$ cat src/rtl/draw_scheduler.sv
// draw_scheduler: round-robin owner of the single VGA plot port. Latches one
// requester's rectangle, sweeps it row-major one pixel per cycle (clipping
// off-screen pixels), then pulses done to that owner.
module draw_scheduler #(
  parameter int unsigned N_REQ    = 2,
  parameter int unsigned X_W      = 8,
  parameter int unsigned Y_W      = 7,
  parameter int unsigned SZ_W     = 5,
  parameter int unsigned COL_W    = 3,
  parameter int unsigned SCREEN_W = 160,
  parameter int unsigned SCREEN_H = 120
) (
  input  logic                   clk,
  input  logic                   reset,
  input  logic [N_REQ-1:0]       req,
  input  logic [N_REQ*X_W-1:0]   x_in,
  input  logic [N_REQ*Y_W-1:0]   y_in,
  input  logic [N_REQ*SZ_W-1:0]  w_in,
  input  logic [N_REQ*SZ_W-1:0]  h_in,
  input  logic [N_REQ*COL_W-1:0] colour_in,
  output logic [N_REQ-1:0]       grant,
  output logic [N_REQ-1:0]       done,
  output logic                   busy,
  output logic [X_W-1:0]         vga_x,
  output logic [Y_W-1:0]         vga_y,
  output logic [COL_W-1:0]       vga_colour,
  output logic                   vga_plot
);

  localparam int unsigned PTR_W = (N_REQ > 1) ? $clog2(N_REQ) : 1;
  localparam int unsigned REC_W = PTR_W + X_W + Y_W + 2 * SZ_W + COL_W;

  typedef enum logic [1:0] {
    ST_IDLE = 2'd0,
    ST_DRAW = 2'd1,
    ST_DONE = 2'd2
  } state_t;

  state_t             state_q, state_d;
  logic [PTR_W-1:0]   ptr_q, ptr_d;
  logic [PTR_W-1:0]   owner_q, owner_d;
  logic [X_W-1:0]     bx_q, bx_d;
  logic [Y_W-1:0]     by_q, by_d;
  logic [SZ_W-1:0]    bw_q, bw_d;
  logic [SZ_W-1:0]    bh_q, bh_d;
  logic [COL_W-1:0]   bc_q, bc_d;
  logic [SZ_W-1:0]    col_q, col_d;
  logic [SZ_W-1:0]    row_q, row_d;
  logic [N_REQ-1:0]   grant_q, grant_d;
  logic [N_REQ-1:0]   done_q, done_d;
  logic               busy_q, busy_d;
  logic [X_W-1:0]     vga_x_q, vga_x_d;
  logic [Y_W-1:0]     vga_y_q, vga_y_d;
  logic [COL_W-1:0]   vga_colour_q, vga_colour_d;
  logic               vga_plot_q, vga_plot_d;

  logic [N_REQ-1:0]   hi_mask;
  logic [N_REQ-1:0]   req_hi;
  logic [N_REQ-1:0]   req_pick;
  logic [N_REQ-1:0]   pick_oh;
  logic [REC_W-1:0]   rec_acc [N_REQ+1];
  logic [PTR_W-1:0]   sel_idx;
  logic [X_W-1:0]     sel_x;
  logic [Y_W-1:0]     sel_y;
  logic [SZ_W-1:0]    sel_w;
  logic [SZ_W-1:0]    sel_h;
  logic [COL_W-1:0]   sel_c;
  logic               col_last;
  logic               row_last;
  logic               emit;
  logic [X_W:0]       x_sum;
  logic [Y_W:0]       y_sum;

  // Round-robin pick: lowest set req at or above the pointer, else lowest set req overall.
  assign req_hi   = req & hi_mask;
  assign req_pick = (req_hi != '0) ? req_hi : req;
  assign pick_oh  = req_pick & (~req_pick + N_REQ'(1));

  // One-hot AND-OR mux of the winner's index and operands.
  assign rec_acc[0] = '0;
  for (genvar g = 0; g < N_REQ; g++) begin : g_req
    assign hi_mask[g]   = (PTR_W'(g) >= ptr_q);
    assign rec_acc[g+1] = rec_acc[g] | ({REC_W{pick_oh[g]}} &
                          {PTR_W'(g), x_in[g*X_W +: X_W], y_in[g*Y_W +: Y_W],
                           w_in[g*SZ_W +: SZ_W], h_in[g*SZ_W +: SZ_W],
                           colour_in[g*COL_W +: COL_W]});
  end
  assign {sel_idx, sel_x, sel_y, sel_w, sel_h, sel_c} = rec_acc[N_REQ];

  assign col_last = (col_q == bw_q - SZ_W'(1));
  assign row_last = (row_q == bh_q - SZ_W'(1));

  // Next state; the col/row counters always name the pixel being presented next cycle.
  always_comb begin
    state_d      = state_q;
    ptr_d        = ptr_q;
    owner_d      = owner_q;
    bx_d         = bx_q;
    by_d         = by_q;
    bw_d         = bw_q;
    bh_d         = bh_q;
    bc_d         = bc_q;
    col_d        = col_q;
    row_d        = row_q;
    grant_d      = grant_q;
    done_d       = '0;
    vga_x_d      = vga_x_q;
    vga_y_d      = vga_y_q;
    vga_colour_d = vga_colour_q;
    vga_plot_d   = 1'b0;
    emit         = 1'b0;
    x_sum        = '0;
    y_sum        = '0;

    unique case (state_q)
      ST_IDLE: begin
        if (req != '0) begin
          owner_d = sel_idx;
          bx_d    = sel_x;
          by_d    = sel_y;
          bw_d    = sel_w;
          bh_d    = sel_h;
          bc_d    = sel_c;
          col_d   = '0;
          row_d   = '0;
          grant_d = pick_oh;
          if ((sel_w == '0) || (sel_h == '0)) begin
            state_d = ST_DONE;
            done_d  = pick_oh;
          end else begin
            state_d = ST_DRAW;
            emit    = 1'b1;
          end
        end
      end
      ST_DRAW: begin
        if (col_last && row_last) begin
          state_d = ST_DONE;
          done_d  = grant_q;
        end else begin
          emit = 1'b1;
          if (col_last) begin
            col_d = '0;
            row_d = row_q + SZ_W'(1);
          end else begin
            col_d = col_q + SZ_W'(1);
          end
        end
      end
      ST_DONE: begin
        state_d = ST_IDLE;
        grant_d = '0;
        ptr_d   = (owner_q == PTR_W'(N_REQ - 1)) ? '0 : owner_q + PTR_W'(1);
      end
      default: begin
        state_d = ST_IDLE;
        grant_d = '0;
      end
    endcase

    if (emit) begin
      x_sum        = (X_W+1)'(bx_d) + (X_W+1)'(col_d);
      y_sum        = (Y_W+1)'(by_d) + (Y_W+1)'(row_d);
      vga_x_d      = x_sum[X_W-1:0];
      vga_y_d      = y_sum[Y_W-1:0];
      vga_colour_d = bc_d;
      vga_plot_d   = (x_sum < (X_W+1)'(SCREEN_W)) && (y_sum < (Y_W+1)'(SCREEN_H));
    end

    busy_d = (state_d != ST_IDLE);
  end

  // State, operand latches and registered outputs.
  always_ff @(posedge clk or posedge reset) begin
    if (reset) begin
      state_q      <= ST_IDLE;
      ptr_q        <= '0;
      owner_q      <= '0;
      bx_q         <= '0;
      by_q         <= '0;
      bw_q         <= '0;
      bh_q         <= '0;
      bc_q         <= '0;
      col_q        <= '0;
      row_q        <= '0;
      grant_q      <= '0;
      done_q       <= '0;
      busy_q       <= 1'b0;
      vga_x_q      <= '0;
      vga_y_q      <= '0;
      vga_colour_q <= '0;
      vga_plot_q   <= 1'b0;
    end else begin
      state_q      <= state_d;
      ptr_q        <= ptr_d;
      owner_q      <= owner_d;
      bx_q         <= bx_d;
      by_q         <= by_d;
      bw_q         <= bw_d;
      bh_q         <= bh_d;
      bc_q         <= bc_d;
      col_q        <= col_d;
      row_q        <= row_d;
      grant_q      <= grant_d;
      done_q       <= done_d;
      busy_q       <= busy_d;
      vga_x_q      <= vga_x_d;
      vga_y_q      <= vga_y_d;
      vga_colour_q <= vga_colour_d;
      vga_plot_q   <= vga_plot_d;
    end
  end

  assign grant      = grant_q;
  assign done       = done_q;
  assign busy       = busy_q;
  assign vga_x      = vga_x_q;
  assign vga_y      = vga_y_q;
  assign vga_colour = vga_colour_q;
  assign vga_plot   = vga_plot_q;

endmodule

$ cat config.mk
export PLATFORM = sky130hd
export DESIGN_NAME = draw_scheduler
export DESIGN_NICKNAME = d
export VERILOG_FILES = /design/src/rtl/draw_scheduler.sv
export SDC_FILE = /design/constraint.sdc
export NUM_CORES = 1
export LEC_CHECK = 0
export CAP_MARGIN = 20
export CORE_MARGIN = 5
export CORE_UTILIZATION = 46
export DETAILED_ROUTE_END_ITERATION = 10
export PLACE_DENSITY = 0.83
export REMOVE_ABC_BUFFERS = 1
export SYNTH_ARGS = -nofsm -noshare
export SYNTH_HDL_FRONTEND = slang
export SYNTH_SLANG_ARGS = --single-unit
$ cat constraint.sdc
create_clock -name clk -period 4.04 [get_ports clk]
set_clock_uncertainty 0.05 [all_clocks]
set_input_delay 1.01 -clock clk [delete_from_list [all_inputs] [get_ports clk]]
set_output_delay 1.01 -clock clk [all_outputs]
set_load 0.02 [all_outputs]
# == After elaboration in Yosys (flattened, before gate mapping) ==
# Index checks and enable logic that the tools add are counted.
# word_totals
output_inout_bits,24
regBits,66
in_bits,60
word_cells,83
# op_classes
bitwise_logic,7
n_reduce_logical,11
n_eq_ne,5
muxes,31
add_sub_neg,8
magnitude_cmp,4
# ops
operator,count
5-bit two-way mux,6
29-bit by 28-bit AND with 29-bit output,1
29-bit AND,1
29-bit bitwise OR,1
5-bit case mux with 2 select lines,2
2-bit two-way mux,8
8-bit two-way mux,2
7-bit two-way mux,2
2-bit case mux with 2 select lines,3
5-bit by 1-bit adder with 5-bit output (second input constant),2
5-bit == test,2
5-bit zero test,2
5-bit by 1-bit subtractor with 5-bit output (second input constant),2
8-bit by 5-bit adder with 9-bit output,1
9-bit by 8-bit less-than comparator with 1-bit output (second input constant),1
7-bit by 5-bit adder with 8-bit output,1
8-bit by 7-bit less-than comparator with 1-bit output (second input constant),1
3-bit two-way mux,2
2-bit nonzero test,3
1-bit two-way mux,5
2-bit AND,2
2-bit AND reduction,2
2-bit by 1-bit adder with 2-bit output (second input constant),1
2-bit by 1-bit == test with 1-bit output (second input constant),1
other kinds (10),12

# == Logic depth before layout (Yosys ltp) ==
# logic_depth
depth_word,15
ltp_mapped,17
ltp_nobuf,16

# == Worst setup path before layout ==
# No wires, ideal clock.
# synth_timing
path_type,input-to-reg
start,input port req[0]
end,"register vga_x_q[7], in the netlist vga_x[7]"
path_buffers,3
setup_slack_ps,-38
path_stages,13
t_arrival_ps,3901
t_required_ps,3862
path_cell_list,a21boi_0 > buf_2 > buf_1 > buf_1 > nand2_1 > a31oi_1 > ha_1 > a211oi_1 > o21bai_1 > a21oi_1 > nor3_1 > xnor2_1 > mux2_1
# synth_between
word_cells_on_any_way,21
classes_between,add/sub: 2; mux: 8; bitwise: 6; reduce/logical: 5
# synth_lines
item,line_no,source
"start, declared",15,"input logic [N_REQ-1:0] req,"
2-bit AND,75,assign req_hi = req & hi_mask;
2-bit nonzero test,76,assign req_pick = (req_hi != '0) ? req_hi : req;
2-bit two-way mux,76,
2-bit inverter,77,assign pick_oh = req_pick & (~req_pick + N_REQ'(1));
2-bit by 1-bit adder with 2-bit output,77,
2-bit AND,77,
29-bit by 28-bit AND with 29-bit output / 29-bit AND (equally long branches),83,assign rec_acc[g+1] = rec_acc[g] | ({REC_W{pick_oh[g]}} &
29-bit bitwise OR,83,
8-bit two-way mux *,117,if (req != '0) begin
8-bit two-way mux *,115,unique case (state_q)
via bx_d[1],42,"logic [X_W-1:0] bx_q, bx_d;"
8-bit by 5-bit adder with 9-bit output *,162,x_sum = (X_W+1)'(bx_d) + (X_W+1)'(col_d);
"end signal, assigned",207,vga_x_q <= vga_x_d;
"end, declared",52,"logic [X_W-1:0] vga_x_q, vga_x_d;"
# Mark *: on every way through the listed nets, which the timed path passes. The rest lies on a longest branch.
# A chain may end at the register's enable or synchronous reset.

# == Worst setup path in the final report ==
# layout_timing
start,register bh_q[0]
end,"register vga_plot_q, in the netlist vga_plot"
# layout_between
elab_chain_len,9
word_cells_on_any_way,15
classes_between,add/sub: 3; order compare: 2; eq/ne: 1; mux: 7; reduce/logical: 2
# layout_rtl
item,line_no,source
"start, declared",45,"logic [SZ_W-1:0] bh_q, bh_d;"
"start signal, assigned",200,bh_q <= bh_d;
5-bit by 1-bit subtractor with 5-bit output,91,assign row_last = (row_q == bh_q - SZ_W'(1));
5-bit == test,91,
1-bit logical AND,137,if (col_last && row_last) begin
5-bit two-way mux,137,
5-bit case mux with 2 select lines,115,
via row_d[0],48,"logic [SZ_W-1:0] row_q, row_d;"
7-bit by 5-bit adder with 8-bit output,163,y_sum = (Y_W+1)'(by_d) + (Y_W+1)'(row_d);
8-bit by 7-bit less-than comparator with 1-bit output,167,vga_plot_d = (x_sum < (X_W+1)'(SCREEN_W)) && (y_sum < (Y_W+1)'(SCREEN_H));
1-bit logical AND,167,
1-bit two-way mux,161,if (emit) begin
via vga_plot_d,55,"logic vga_plot_q, vga_plot_d;"
"end signal, assigned",210,vga_plot_q <= vga_plot_d;
"end, declared",55,
# The timed path passes the listed nets, and every way through them passes these cells.

==> impl_results.md <==
- Area contributors post-synth: dfrtp_1 (43%), ha_1 (4.6%), mux2_4 (3.5%)
- Clock Path Buffers: 2
- Pin count of the biggest net entering global routing: 30
- Post-Syn Area: 0.00381 sq mm
- Share of the synthesized area in the top cell type: 0.434
- Buf/Inv on CP: 2
- Placed insts: 594
- Worst vdd ir: 0.512 mV
- Post-synth cell types: 57
- Row cnt: 33
- Fin. max-slew vios: 0
- Post-synth EDFFs: 0
- Crit end category: flip-flop
- # diodes: 0
- Post-synthesis cell count: 382
- WL/cell: 17.5 microns
- Chip width: 101 microns
- Fmax: 256 MHz
- Initial antenna violation count: 0
- Fin. Hold Viols: 0
- CTS Buf Count: 9
- Crit start category: flip-flop
- Fillers: 616
- Area of the multi-input gates: 0.00211 sq mm
- Final Net Count: 580
- Tmin final: 3900 ps
- Hold-fix buffer count after cts: 0
- Clk_lat worst skew: 350 ps
- Warnings from Yosys: 0
- Worst reg-to-reg path cell count: 17
- Post-synthesis sequential area ratio: 0.434
- Slew Limit Headroom: 0.606
- Placement Cell Area: 0.00501 sq mm
- Clock share of power: 0.113
- Sequential power share: 0.270
- CTS Root Cell: clkbuf_8
- Finished Cell Area: 0.00530 sq mm
- TritonCTS clock tree: yes
- Critical path class: flip-flop to flip-flop
- CTS H-tree lvls: 3
- Worst Hold Class: flip-flop to flip-flop
- Die area: 0.0102 sq mm
- Leak: 0.00236 uW
- Ports: 84
- Residual DRC: 0
- Net switching power: 1760 uW
- Outcome: complete, no violations
- Total track usage: 0.220
- CP cell instances: inv_1, ha_1, xnor3_1, nand3_1, nor3_4, nor2b_4, buf_4, and2_1, mux2_2, ha_1, fa_2, a21oi_2, a2bb2oi_2, nor2b_4, a2111oi_4, o211a_1, nor4_2
- Critical path fanouts, max: 7
- Crit path from: bh_q[0]$_DFFE_PP0P_
- Post-route ant nets: 0
- Starting density of the core: 0.468
- Die extent in y: 101 microns
- TritonRoute pass-1 iters: 4
- Area leader, netlist: dfrtp_1
- Post-Route WL: 10,700 microns
- Area of the core: 0.00813 sq mm
- P per Cell Area: 825 mW/mm^2
- Syn-to-layout area delta: 39.2%
- Crit share post-route: 0.966
- Vias in the first global route: 3,607
- Register area: 0.00165 sq mm
- Internal power: 2620 uW
- Ratio of cells with drive above 1 in the final layout: 0.203
- Mean post-synth cell area: 9.97 sq um
- First-pass GRT wire length: 17,500 microns
- DP HPWL: 8110 microns
- CP arrival: 4110 ps
- Logic pwr share: 0.616
- Hold Path Cell Cnt: 1
- FF-to-FF Start: bh_q[0]$_DFFE_PP0P_
- GR Overflow Total: 0
- Cell family with most CP delay: simple AND/OR/NAND/NOR gates
- Port bufs: 83
- Async SR Flop Fraction: 1.00
- Setup violators final: 0
- Biggest cell delay along the critical path: 420 ps
- Hold_sp: vga_x[7]$_DFFE_PP0P_
- DR vias: 3,436
- Layout Cells excl Fill: 613
- Gpl congestion: 0.890
- TritonCTS Sinks: 66
- Top FF cell, synth: dfrtp_1
- Count leader, synth: dfrtp_1
- Worst Tran Pin Value: 590 ps
- Clock slew at reported path FFs: 70 ps
- Sw Ratio: 0.402
- List of most frequent post-synthesis cells: dfrtp_1 (66), nand2_1 (33), nor2_1 (30)
- Yosys reg bits: 66
- Crit path max-delay cell type: dfrtp_1
- Critical Path RT: 4240 ps
- Initial DRC Count: 227
- Critical path depth: 17
- Via density: 5.61
- Max_cap viols: 0
-- metrics by stage --
| stage | TNS (ps) | setup WS (ps) | total power [uW] | hold WS, ps | util |
|---|---|---|---|---|---|
| final | 0 | 137 | 4370 | 441 | 0.652 |
| after global routing | -15.4 | -15.4 | 4690 | 459 | 0.652 |
| after CTS | 0 | 8.41 | 4290 | 444 | 0.639 |
| after detailed placement | -776 | -308 | 3750 | 409 | 0.616 |
| after global placement | -195 | -97.7 | 3650 | 393 | 0.616 |
| after floorplan | -6150 | -709 | 2780 | 384 | - |
-- layer usage --
metal	track usage	wire (microns)	vias to the layer above
li1	-	-	1628
met1	0.281	4550	1665
met2	0.364	5240	127
met3	0.0450	725	16
met4	0.0890	228	0
met5	0	0	-
-- cell usage in the layout, fill, tap and decap left out, types with 5 or more instances in the layout --
cell type / n
a211oi_1: 5
a21o_1: 9
a21oi_1: 17
a31oi_1: 15
a32oi_1: 8
buf_4: 47
clkbuf_8: 11
clkdlybuf4s50_1: 83
dfrtp_1: 66
ha_1: 14
inv_1: 12
mux2_2: 6
mux2_4: 9
nand2_1: 33
nand2b_1: 5
nand3_1: 19
nor2_1: 30
nor3_1: 5
o21ai_0: 17
or2_2: 5
xnor2_1: 15
xor2_1: 6
-- power groups by stage --
stage	combinational (uW)	sequential [uW]	clock, uW
after global placement	2480	1170	0
after floorplan	1510	1270	0
after detailed placement	2560	1190	0
after global routing	2940	1220	529
after CTS	2610	1180	502
final	2700	1180	496
-- final timing paths --
check | end | slack [ps]
max reg2reg | vga_plot$_DFF_PP0_ | 140
max | vga_plot$_DFF_PP0_ | 140
min in group asynchronous | vga_y[1]$_DFFE_PP0P_ | 1000
min | vga_x[7]$_DFFE_PP0P_ | 440
min reg2reg | vga_x[7]$_DFFE_PP0P_ | 440
max in group asynchronous | vga_plot$_DFF_PP0_ | 2250
-- state kept, by name (all words and copies together) (netlist names), 2 cells and up --
signal,flops
bc_q,3
bh_q,5
bw_q,5
bx_q,8
by_q,7
col_q,5
done,2
grant,2
row_q,5
state_q,2
vga_colour,3
vga_x,8
vga_y,7
-- layout make-up --
type / count / area share
clock buffer: 12 / 0.0293
clock inverter: 3 / 0.00283
inverter: 14 / 0.0104
multi-input combinational: 283 / 0.398
sequential: 66 / 0.311
tap: 105 / 0.0248
timing repair buffer: 130 / 0.223
-- cell families (layout without fill, tap and decap cells) --
logic type               count (synthesis)  count (layout)  synth area share
AO/OA/AOI/OAI                          104             104             0.194
XOR/XNOR                                22              22            0.0542
adder cells (fa/ha/maj)                 16              16            0.0565
buffers and inverters                   33             159            0.0381
flip-flops                              66              66             0.434
multiplexers                            20              20            0.0677
AND/OR/NAND/NOR                        121             121             0.155
-- timing repair --
| action | in CTS | in global routing |
|---|---|---|
| setup endpoints to repair | 2 | 6 |
| resized for setup | 6 | 13 |
| pin swaps | 0 | 6 |
| buffers inserted | 0 | 4 |
Note: power is estimated with default switching activity, not from simulation.
